$ cat src/rtl/share_reporter.sv
// share_reporter: absorbs held hasher shares, queues each distinct one and streams it as a byte frame.
// Optional macro SHARE_RESULT_EN carries the 256-bit result in each entry and frame.
module share_reporter #(
    parameter int unsigned DEPTH  = 4,
    parameter int unsigned ADDR_W = 2
) (
    input  logic              CLK,
    input  logic              RST,
    input  logic              valid_in,
    input  logic [31:0]       time_in,
    input  logic [31:0]       nonce_in,
    input  logic [255:0]      result_in,
    output logic [7:0]        tx_data,
    output logic              tx_valid,
    input  logic              tx_ready,
    output logic [ADDR_W:0]   fifo_count,
    output logic              overflow,
    input  logic              clear_overflow
);

`ifdef SHARE_RESULT_EN
    localparam int unsigned ENTRY_W = 320;
`else
    localparam int unsigned ENTRY_W = 64;
`endif
    localparam int unsigned PAY_BYTES = ENTRY_W / 8;
    localparam int unsigned FRAME_LEN = PAY_BYTES + 2;
    localparam int unsigned IDX_W     = 6;
    localparam int unsigned CNT_W     = ADDR_W + 1;
    localparam logic [7:0]       HEADER   = 8'hA5;
    localparam logic [IDX_W-1:0] LAST_IDX = IDX_W'(FRAME_LEN - 1);
    localparam logic [CNT_W-1:0] FULL_CNT = CNT_W'(DEPTH);

    typedef enum logic {IDLE, SEND} state_t;

    logic [ENTRY_W-1:0] entry_in;
`ifdef SHARE_RESULT_EN
    assign entry_in = {time_in, nonce_in, result_in};
`else
    logic unused_result;
    assign entry_in      = {time_in, nonce_in};
    assign unused_result = ^result_in;
`endif

    state_t             state_q, state_d;
    logic [IDX_W-1:0]   idx_q, idx_d;
    logic [ENTRY_W-1:0] frame_q, frame_d;
    logic [7:0]         tx_data_q, tx_data_d;
    logic               tx_valid_q, tx_valid_d;
    logic [ADDR_W-1:0]  wr_ptr_q, wr_ptr_d;
    logic [ADDR_W-1:0]  rd_ptr_q, rd_ptr_d;
    logic [CNT_W-1:0]   count_q, count_d;
    logic               overflow_q, overflow_d;
    logic               seen_q, seen_d;
    logic [31:0]        last_nonce_q, last_nonce_d;
    logic [ENTRY_W-1:0] mem_q [DEPTH];

    logic               push_req, push_ok, pop, full;
    logic [IDX_W-1:0]   nxt_idx;
    logic [7:0]         nxt_byte, csum;

    // Byte that follows the current one; payload bytes go out MSB first, checksum closes the frame.
    always_comb begin
        nxt_idx  = idx_q + 1'b1;
        nxt_byte = 8'h00;
        csum     = HEADER;
        for (int b = 0; b < int'(PAY_BYTES); b++) begin
            csum = csum ^ frame_q[ENTRY_W-8*(b+1) +: 8];
            if (nxt_idx == IDX_W'(b + 1)) begin
                nxt_byte = frame_q[ENTRY_W-8*(b+1) +: 8];
            end
        end
        if (nxt_idx == LAST_IDX) begin
            nxt_byte = csum;
        end
    end

    always_comb begin
        state_d      = state_q;
        idx_d        = idx_q;
        frame_d      = frame_q;
        tx_data_d    = tx_data_q;
        tx_valid_d   = tx_valid_q;
        wr_ptr_d     = wr_ptr_q;
        rd_ptr_d     = rd_ptr_q;
        count_d      = count_q;
        overflow_d   = overflow_q;
        seen_d       = seen_q;
        last_nonce_d = last_nonce_q;

        // A held share repeats its nonce, so only a new nonce (or the first share) is a push.
        push_req = valid_in && (!seen_q || (nonce_in != last_nonce_q));
        full     = (count_q == FULL_CNT);
        pop      = (state_q == IDLE) && (count_q != '0);
        push_ok  = push_req && (!full || pop);

        if (push_req) begin
            seen_d       = 1'b1;
            last_nonce_d = nonce_in;
        end
        if (push_ok) wr_ptr_d = wr_ptr_q + 1'b1;
        if (pop)     rd_ptr_d = rd_ptr_q + 1'b1;

        if (push_ok && !pop)      count_d = count_q + 1'b1;
        else if (pop && !push_ok) count_d = count_q - 1'b1;

        if (push_req && !push_ok) overflow_d = 1'b1;
        else if (clear_overflow)  overflow_d = 1'b0;

        case (state_q)
            IDLE: begin
                if (pop) begin
                    frame_d    = mem_q[rd_ptr_q];
                    idx_d      = '0;
                    tx_valid_d = 1'b1;
                    tx_data_d  = HEADER;
                    state_d    = SEND;
                end
            end
            SEND: begin
                if (tx_ready) begin
                    if (idx_q == LAST_IDX) begin
                        tx_valid_d = 1'b0;
                        tx_data_d  = 8'h00;
                        state_d    = IDLE;
                    end else begin
                        idx_d     = nxt_idx;
                        tx_data_d = nxt_byte;
                    end
                end
            end
            default: state_d = IDLE;
        endcase
    end

    always_ff @(posedge CLK or negedge RST) begin
        if (!RST) begin
            state_q      <= IDLE;
            idx_q        <= '0;
            frame_q      <= '0;
            tx_data_q    <= 8'h00;
            tx_valid_q   <= 1'b0;
            wr_ptr_q     <= '0;
            rd_ptr_q     <= '0;
            count_q      <= '0;
            overflow_q   <= 1'b0;
            seen_q       <= 1'b0;
            last_nonce_q <= '0;
        end else begin
            state_q      <= state_d;
            idx_q        <= idx_d;
            frame_q      <= frame_d;
            tx_data_q    <= tx_data_d;
            tx_valid_q   <= tx_valid_d;
            wr_ptr_q     <= wr_ptr_d;
            rd_ptr_q     <= rd_ptr_d;
            count_q      <= count_d;
            overflow_q   <= overflow_d;
            seen_q       <= seen_d;
            last_nonce_q <= last_nonce_d;
        end
    end

    // Entry storage needs no reset; occupancy alone decides what is valid.
    always_ff @(posedge CLK) begin
        if (push_ok) mem_q[wr_ptr_q] <= entry_in;
    end

    assign tx_data    = tx_data_q;
    assign tx_valid   = tx_valid_q;
    assign fifo_count = count_q;
    assign overflow   = overflow_q;

endmodule

$ cat config.mk
export PLATFORM = sky130hd
export DESIGN_NAME = share_reporter
export DESIGN_NICKNAME = d
export VERILOG_FILES = /design/src/rtl/share_reporter.sv
export SDC_FILE = /design/constraint.sdc
export NUM_CORES = 1
export LEC_CHECK = 0
export CAP_MARGIN = 10
export CORE_AREA = 3 3 135 267
export CTS_CLUSTER_DIAMETER = 60
export DETAILED_ROUTE_END_ITERATION = 8
export DIE_AREA = 0 0 138 270
export PLACE_DENSITY = 0.87
export SETUP_SLACK_MARGIN = 0.1
export SLEW_MARGIN = 20
export SYNTH_ARGS = -nofsm -noshare
export SYNTH_HDL_FRONTEND = slang
export SYNTH_SLANG_ARGS = --single-unit
$ cat constraint.sdc
create_clock -name CLK -period 3.05 [get_ports CLK]
set_input_delay 0.4575 -clock CLK [delete_from_list [all_inputs] [get_ports CLK]]
set_output_delay 0.4575 -clock CLK [all_outputs]
set_load 0.02 [all_outputs]
==> flow_summary.toml, run 1 <==
[sta]
period_share_pct = 92.2
worst_pin_slew_ns = 0.944
final-setup-viol-count = 0
fin_worst_skew_ns = 0.0257
fin_crit_ns = 2.81
rsz0062_at_grt = "false"
fmaxAchievable_ghz = 0.356
hold_viol_final = 0
fin_setup_tns_ns = 0
maxSlewViolCount = 0
max-slew-margin-rel_pct = 37.1

[cts]
post_cts_buffers = 0
cts_sinks = 377
cts_buffers = 30
clk_path_buf_depth = 3
clkLatencyLatePin_ns = 0.59
h-tree-depth = 1
cts-root-buf = "clkbuf_16"
path_clk_slew_ns = 0.07
tritoncts = "done"

[die]
die_area_um2 = 37300
die_x_um = 138
die_y_um = 270
core_area_um2 = 34400
std_cell_rows = 96
initial_core_util_pct = 45.5
io_pins = 338

[synth]
synth.avg_cell_area_um2 = 17.4
ys_ff_latch = 377
synth_top_area_share_pct = 49.1
synth_edf_count = 256
yosysTopAreaCell = "edfxtp_1"
syn_area_um2 = 15600
syn_inst = 901
ys_warn_count = 0
synth_area_leaders = "edfxtp_1 (49%), dfrtp_1 (19%), mux4_2 (9.2%)"
synthFlopType = "edfxtp_1"
ys_async_sr_fraction_pct = 32.1
synth.distinct_cells = 50
syn_nets = 1238
synth-seq-area-share_pct = 68.5

[cells_and_area]
drive_above_1_share_pct = 28.2
nets = 1376
fin_cells = 1504
area_growth_pct = 18.4
diodes = 0

[global_route]
grt_pass1_vias = 9338
use_met3_pct = 2.91
grt_use_total_pct = 19.0
grt_pass1_wl_um = 55000
grt_busiest_layer = "met2"
overflow = 0
grt_max_degree = 72
antenna_found_initial = 3
use_met1_pct = 20.9
grt_use_met2_pct = 33.9

[routing]
wl_per_cell_um = 23.4
drt_pre_antenna_iters = 5
vias_per_cell = 5.64
drc_errors = 0
wl_um = 35300
num_vias = 8483
antenna_left = 0
drt_iter0_drc = 696

[setup_path]
cp.arrival_ns = 3.26
critPathMaxStageDelay_ns = 0.41
worstSetupPathType = "flip-flop to flip-flop"
crit_path_frequent_cell = "buf_4"
cp_top_family = "simple AND/OR/NAND/NOR gates"
slowest_stage = "fa_1"
rr_worst_depth = 11
endpoint_kind = "flip-flop"
cp_num_cells = 11
crit_path_max_fanout = 2
worstSetupStartpointType = "flip-flop"
crit_required_ns = 3.50
worstPathCellList = "xor2_1 -> nor4_2 -> buf_4 -> nand4_1 -> buf_4 -> o31a_1 -> and2_4 -> ha_4 -> inv_2 -> fa_1 -> mux2_2"
path_buf_inv = 3

[outcome]
status = "completed"

[power_and_ir_drop]
p_leak_nw = 6.54
ir_drop_mv = 0.527
power_density_nw_per_um2 = 977

[placement]
dp_hpwl_um = 24400
io_buffers = 81
place.gp.congestion = 0.929
dp.cells = 1447

[hold_path]
min_path_type = "input pin to asynchronous set/reset pin"

[job]
maxCapViolCount = 0
==> logic make-up (layout without fill, tap and decap cells) <==
logic type,count (synthesis),count (layout),synth area share [%]
simple gates,102,102,3.32
flops,377,377,68.5
xor+xnor,95,95,5.32
mux,161,161,16.2
buf+inv,53,215,1.45
compound gates,101,101,4.22
fa+ha+maj,12,12,1.01
==> synthesized netlist by cell type (2+ instances only) <==
master,instances
nand3_1,6
buf_2,10
mux2_2,97
nor4_1,7
dfrtp_1,121
a221oi_1,7
a21oi_1,23
o21ai_1,4
o21ai_0,22
nor2_1,27
or2_2,2
mux4_2,64
a22oi_1,6
nand3b_1,4
clkbuf_1,27
nand2b_1,3
inv_1,10
nor2b_1,7
ha_1,11
buf_6,2
o211ai_1,8
nor3_1,2
and3_1,5
buf_1,4
xor2_1,38
o32a_2,2
nand2_1,26
o32ai_1,7
a31oi_1,6
nand4_1,4
a211oi_1,4
xnor2_1,57
o22ai_1,6
edfxtp_1,256
==> timing repair <==
action | CTS | global route
endpoints found under the hold margin | 40 | 0
gates cloned | 0 | 0
endpoints found under the setup margin | 1 | 2
pin swaps | 2 | 2
resized for setup | 0 | 6
hold buffers | 1 | 0
==> registers in the layout, indices dropped and copies added, names as in the netlist <==
| name | flops |
|---|---|
| rd_ptr_q | 2 |
| tx_data | 8 |
| wr_ptr_q | 2 |
| fifo_count | 3 |
| tx_valid | 1 |
| overflow | 1 |
| mem_q | 256 |
| idx_q | 6 |
| state_q | 1 |
| seen_q | 1 |
| last_nonce_q | 32 |
| frame_q | 64 |
==> power by group <==
group / leakage, nW / internal (W) / total (W) / switching [W]
logic: 2.19 / 0.00304 / 0.00602 / 0.00298
clock network: 0.529 / 0.00239 / 0.00419 / 0.00180
registers: 3.82 / 0.00681 / 0.00788 / 0.00107
total: 6.54 / 0.0123 / 0.0181 / 0.00585
==> routing by layer <==
| metal | part of all wire [%] | vias up |
|---|---|---|
| met1 | 35 | 4361 |
| met4 | 7.2 | 6 |
| met5 | 0.12 | - |
| met2 | 53 | 266 |
| li1 | - | 3748 |
| met3 | 4.3 | 102 |
==> per-stage QoR <==
step | hold WS, ns | area [um^2] | power [W] | util [%] | worst slack, ns
CTS | 0.440 | 18500 | 0.0182 | 53.9 | 0.102
detailed placement | 0.473 | 17400 | 0.0140 | 50.7 | -0.432
global placement | 0.451 | 17400 | 0.0137 | 50.7 | -0.355
finish | 0.440 | 18500 | 0.0181 | 53.9 | 0.238
global route | 0.476 | 18500 | 0.0189 | 53.9 | 0.0889
floorplan | 0.162 | 15700 | 0.0118 | - | 0.468
==> cell usage in the layout, fill, tap and decap left out, types with 3 or more instances in the layout <==
cell | Yosys | routed
edfxtp_1 | 256 | 256
dfrtp_1 | 121 | 119
mux2_2 | 97 | 97
clkdlybuf4s50_1 | 0 | 80
mux4_2 | 64 | 64
buf_4 | 0 | 62
xnor2_1 | 57 | 57
xor2_1 | 38 | 38
clkbuf_16 | 0 | 30
nor2_1 | 27 | 26
nand2_1 | 26 | 26
a21oi_1 | 23 | 23
o21ai_0 | 22 | 22
ha_1 | 11 | 10
inv_1 | 10 | 9
o211ai_1 | 8 | 8
nor2b_1 | 7 | 7
a221oi_1 | 7 | 7
o32ai_1 | 7 | 7
nand3_1 | 6 | 6
nor4_1 | 7 | 6
a31oi_1 | 6 | 6
o22ai_1 | 6 | 6
a22oi_1 | 6 | 6
clkbuf_8 | 0 | 6
buf_12 | 0 | 6
bufinv_16 | 0 | 5
nand4_1 | 4 | 4
and3_2 | 0 | 4
nand3b_1 | 4 | 4
o21ai_1 | 4 | 4
a211oi_1 | 4 | 4
clkinv_2 | 0 | 4
nand2b_1 | 3 | 3
clkbuf_1 | 27 | 3
==> path summary, 6_finish.rpt <==
check / from / end / slack, ns
max in group asynchronous: RST / frame_q[61] / 1.78
worst max-delay path: last_nonce_q[22] / fifo_count[1] / 0.24
worst min-delay path: RST / fifo_count[2] / 0.44
min in group CLK: clear_overflow / overflow / 0.46
worst max register to register: last_nonce_q[22] / fifo_count[1] / 0.24
worst min register to register: seen_q / seen_q / 0.49
==> cell type report <==
type                    instances  area (um^2)
well taps                     441          552
clock inverters                17          243
flip-flops and latches        377        10700
clock buffers                  39          845
multi-input cells             471         4740
inverters                      10         37.5
repair buffers                149         1400
fillers                      2630        15800
No activity file was read; power rests on OpenSTA's default activity.
==> inputs of run 2 (changes only) <==
- PLACE_DENSITY: 0.87 -> not set
- PLACE_DENSITY_LB_ADDON: not set -> 0.2
==> run 2 against run 1 <==
Flip-flop and latch count did not move. Via count down 3.0%. Setup slack better by 0.024 ns. Non-clock buffer count grew 2. Register-to-register slack improved by 0.02 ns. Worst hold slack got worse by 0.40 ns. Total power is 0.47% higher. Core utilization increased by 0.37 points.
==> flow_summary.toml, run 2 (synthesized netlist as in run 1, its figures left out) <==
[setup_path]
worstSetupStartpointType = "flip-flop"
cp.arrival_ns = 3.19
r2r_start = "last_nonce_q[26]"
regToRegSetupSlack_ns = 0.26
crit_required_ns = 3.46
rr_worst_depth = 11
worstSetupPathType = "flip-flop to flip-flop"
crit_path_max_fanout = 2
rr_endpoint = "fifo_count[1]"
endpoint_kind = "flip-flop"

[global_route]
grt_pass1_vias = 8801
grt_use_total_pct = 18.4
overflow = 0
grt_max_degree = 122
antenna_found_initial = 0
grt_pass1_wl_um = 53000

[routing]
vias_per_cell = 5.44
drt_pre_antenna_iters = 4
drt_iter0_drc = 550
drc_errors = 0
met2_length_um = 19200
antenna_left = 0
wl_um = 33900
drt-met1-wl_um = 12300
route.met3.wl_um = 1070
wl_per_cell_um = 22.4
routed.top_layer = "met4"
num_vias = 8231

[job]
maxCapViolCount = 0

[sta]
period_share_pct = 91.4
rsz0062_at_grt = "false"
worst_pin_slew_ns = 0.690
hold_viol_final = 0
maxSlewViolCount = 0
final-setup-viol-count = 0
fin_worst_skew_ns = 0.0207
setup_ws_ns = 0.263
fin_setup_tns_ns = 0
max-slew-margin-rel_pct = 54.0
fmaxAchievable_ghz = 0.359
fin_crit_ns = 2.79

[cts]
cts_buffers = 35
clkLatencyLatePin_ns = 0.54
clk_path_buf_depth = 3
post_cts_buffers = 0
cts-root-buf = "clkbuf_16"
cts_hold_buf = 0
ctsResizeCount = 0
cts_sinks = 377
h-tree-depth = 2
tritoncts = "done"
path_clk_slew_ns = 0.06

[cells_and_area]
fillers = 2848
area_growth_pct = 19.3
top_register = "mem_q"
diodes = 0
final_cell_mix = "edfxtp_1 (256), dfrtp_1 (119), mux2_2 (97), clkdlybuf4s50_1 (79), mux4_2 (64)"
utilization_pct = 54.3
drive_above_1_share_pct = 28.6
largest_reg_flops = 256
reg_top3 = "mem_q x256, frame_q x64, last_nonce_q x32"
final_common_cell = "edfxtp_1"
fin_area_um2 = 18700
nets = 1383

[placement]
dp_hpwl_um = 23400
io_buffers = 81
preCtsSetupSlack_ns = -0.381
placed_area_um2 = 17500
place.gp.congestion = 0.938

[hold_path]
min_path_type = "input pin to asynchronous set/reset pin"

[die]
io_pins = 338
die_y_um = 270
die_area_um2 = 37300
initial_core_util_pct = 45.5
std_cell_rows = 96
die_x_um = 138
core_area_um2 = 34400

[power_and_ir_drop]
power_density_nw_per_um2 = 974
p_leak_nw = 6.61
ir_drop_mv = 0.527

[outcome]
status = "completed"
-- run 2: worst max-delay path by stage --
stage / from / to / slack, ns
floorplan: valid_in / mem_q[0][0] / 0.47
global placement: nonce_in[6] / fifo_count[1] / -0.38
detailed placement: nonce_in[6] / fifo_count[1] / -0.38
CTS: nonce_in[6] / fifo_count[1] / 0.16
global route: last_nonce_q[26] / fifo_count[1] / 0.13
finish: last_nonce_q[26] / fifo_count[1] / 0.26
-- run 2: cell type report --
cell class | instances | area [um^2] | area share [%]
clock buffer | 44 | 972 | 5.21
multi-input combinational | 471 | 4730 | 25.3
timing repair buffer | 151 | 1440 | 7.70
sequential | 377 | 10700 | 57.5
tap | 441 | 552 | 2.96
inverter | 10 | 37.5 | 0.201
clock inverter | 20 | 213 | 1.14
-- run 2: through the flow --
step	instances	total power [W]	hold slack, ns
2_1_floorplan	901	0.0118	0.162
3_3_place_gp	1450	0.0138	0.454
5_1_grt	1514	0.0191	0.0951
6_report	1514	0.0182	0.0412
3_5_place_dp	1450	0.0139	0.456
4_1_cts	1514	0.0184	0.0543
-- run 2: metal layers --
metal / global-route usage [%] / vias up
li1: - / 3770
met3: 2.16 / 55
met4: 7.39 / 0
met1: 20.7 / 4206
met5: 0 / -
met2: 35.1 / 200
-- run 2: worst max-delay path, stage by stage (launching register included) --
cell	delay (ns)
dfrtp_1	0.38
xor2_1	0.17
nor4_1	0.27
buf_4	0.17
nand4_1	0.07
buf_4	0.17
o31a_1	0.29
and2_1	0.19
ha_1	0.22
inv_1	0.07
fa_1	0.40
mux2_2	0.27
-- run 2: power by group --
group | leakage [nW] | switching (W) | internal [W] | total, W
combinational | 2.21 | 0.00290 | 0.00303 | 0.00593
sequential | 3.82 | 0.000965 | 0.00681 | 0.00778
clock | 0.576 | 0.00192 | 0.00256 | 0.00448
==> inputs of run 3 (changes only) <==
- ABC_CLOCK_PERIOD_IN_PS: not set -> 2500
- clock period: 3.05 -> 2.5 ns (I/O delays scaled with it)
==> run 3 against run 2 <==
The run now ends with setup timing left. Die area is the same. Sequential power grew 21%. Clock skew is essentially flat. Critical path depth is the same. Worst hold slack gained 0.21 ns. Design area grew 6.8%. Combinational power grew 51%. Total power grew 31%. Global-route usage grew 3.0 points. Critical path type unchanged.
==> flow_summary.toml, run 3 (synthesized netlist as in run 1, its figures left out) <==
[setup_path]
cp-startpoint = "last_nonce_q[15]"
slowest_stage = "fa_1"
worstSetupStartpointType = "flip-flop"
endpoint_kind = "flip-flop"
path_buf_inv = 3
critPathMaxStageDelay_ns = 0.40
r2r_start = "last_nonce_q[15]"
worstPathCellList = "xor2_1 -> nor4_1 -> buf_4 -> nand4_1 -> buf_4 -> o31a_1 -> and2_4 -> ha_4 -> inv_2 -> fa_1 -> mux2_2"
crit_required_ns = 2.91
worstSetupPathType = "flip-flop to flip-flop"
rr_worst_depth = 11
crit_path_max_fanout = 2
rr_endpoint = "fifo_count[1]"
regToRegSetupSlack_ns = -0.20
cp_num_cells = 11
crit_path_frequent_cell = "buf_4"
cp_top_family = "adder cells"
cp.arrival_ns = 3.11

[die]
die_area_um2 = 37300
die_y_um = 270
initial_core_util_pct = 45.5
die_x_um = 138
core_area_um2 = 34400
std_cell_rows = 96
io_pins = 338

[job]
maxCapViolCount = 0

[cells_and_area]
multi_input_area_um2 = 4770
area_growth_pct = 27.4
final_cell_mix = "edfxtp_1 (256), dfrtp_1 (118), mux2_2 (97), clkdlybuf4s50_1 (80), buf_4 (72)"
final_common_cell = "edfxtp_1"
diodes = 0
seq_area_um2 = 10700
utilization_pct = 58.0
reg_top3 = "mem_q x256, frame_q x64, last_nonce_q x32"
largest_reg_flops = 256
top_register = "mem_q"
nets = 1444
fillers = 2665
drive_above_1_share_pct = 32.8

[power_and_ir_drop]
sw_frac_of_total_pct = 32.0
p_switching_w = 0.00761
power_frac_clock_pct = 22.8
internal_power_w = 0.0162
seqPwrFrac_pct = 39.5
ir_drop_mv = 0.630
p_leak_nw = 7.14
power_density_nw_per_um2 = 1200
comb_power_share_pct = 37.7

[global_route]
overflow = 0
grt_max_degree = 73
grt_use_total_pct = 21.4
antenna_found_initial = 0
grt_pass1_vias = 9321
grt_pass1_wl_um = 59700

[cts]
clkLatencyLatePin_ns = 0.54
h-tree-depth = 2
tritoncts = "done"
cts_sinks = 377
path_clk_slew_ns = 0.07
clk_path_buf_depth = 3
cts-root-buf = "clkbuf_16"
cts_buffers = 34

[routing]
num_vias = 8686
wl_per_cell_um = 24.9
drt_pre_antenna_iters = 5
drt_iter0_drc = 611
vias_per_cell = 5.52
wl_um = 39200
drc_errors = 0
antenna_left = 0

[sta]
hold_ws_ns = 0.250
hold_viol_final = 0
final-setup-viol-count = 248
period_share_pct = 108
fin_crit_ns = 2.70
maxSlewViolCount = 0
fmaxAchievable_ghz = 0.371
fin_worst_skew_ns = 0.0202
setup_ws_ns = -0.199
max-slew-margin-rel_pct = 59.2
worst_pin_slew_ns = 0.612
rsz0062_at_grt = "true"

[outcome]
status = "finished with violations"
violations = "setup timing"

[placement]
io_buffers = 81
place.gp.congestion = 0.874
preCtsSetupSlack_ns = -0.862
dp_hpwl_um = 24300

[hold_path]
min_path_type = "input pin to asynchronous set/reset pin"
[run 3: cell count changes in the layout (fill, tap and decap cells not counted), sizes merged, moves of 2 or more]
cell	previous run	this run
inv	14	12
clkbuf	44	40
bufbuf	0	2
buf	71	130
bufinv	3	5
clkinv	10	12
[run 3: layout make-up]
| class | count | area share (%) |
|---|---|---|
| tap | 441 | 2.77 |
| clock inverter | 22 | 1.39 |
| timing repair buffer | 213 | 13.5 |
| sequential | 377 | 53.8 |
| multi-input combinational | 471 | 23.9 |
| inverter | 10 | 0.188 |
| clock buffer | 40 | 4.43 |
[run 3: worst max-delay path by stage]
stage and end:
6_report fifo_count[1], 5_1_grt fifo_count[1], 4_1_cts fifo_count[1], 3_5_place_dp fifo_count[1], 3_3_place_gp fifo_count[1], 2_1_floorplan mem_q[0][0]
[run 3: routing by layer]
layer | up-vias | wire length, um | GRT usage [%]
met5 | - | 0 | 0
met2 | 204 | 22100 | 40.4
met3 | 72 | 1220 | 2.66
li1 | 3916 | - | -
met1 | 4494 | 13900 | 23.8
met4 | 0 | 1940 | 9.68
[run 3: power groups by stage]
stage | clock network (W) | logic [W] | registers (W)
3_3_place_gp | 0 | 0.00767 | 0.00948
5_1_grt | 0.00578 | 0.00959 | 0.00957
3_5_place_dp | 0 | 0.00772 | 0.00956
2_1_floorplan | 0 | 0.00522 | 0.00915
6_report | 0.00543 | 0.00897 | 0.00941
4_1_cts | 0.00554 | 0.00903 | 0.00943
[run 3: timing repair]
| action | 4_1_cts | 5_1_grt |
|---|---|---|
| gates cloned | 23 | 0 |
| hold buffers | 1 | 0 |
| endpoints found under the setup margin | 260 | 285 |
| hold endpoints to repair | 31 | 0 |
| resized for setup | 40 | 10 |
| buffers inserted | 21 | 2 |
| pin swaps | 8 | 1 |
[run 3: metrics by stage]
stage | cells | power (W) | instance area, um^2 | TNS (ns)
2_1_floorplan | 901 | 0.0144 | 15700 | 0
3_3_place_gp | 1465 | 0.0172 | 17600 | -169.28
3_5_place_dp | 1465 | 0.0173 | 17600 | -175.40
4_1_cts | 1572 | 0.0240 | 19900 | -22.42
5_1_grt | 1574 | 0.0249 | 19900 | -38.73
6_report | 1574 | 0.0238 | 19900 | -24.46
[run 3: worst register-to-register path, cell delays in order, from the launching register on]
cell and delay, ns:
dfrtp_1 0.39, xor2_1 0.16, nor4_1 0.27, buf_4 0.18, nand4_1 0.11, buf_4 0.18
o31a_1 0.25, and2_4 0.18, ha_4 0.16, inv_2 0.05, fa_1 0.40, mux2_2 0.27
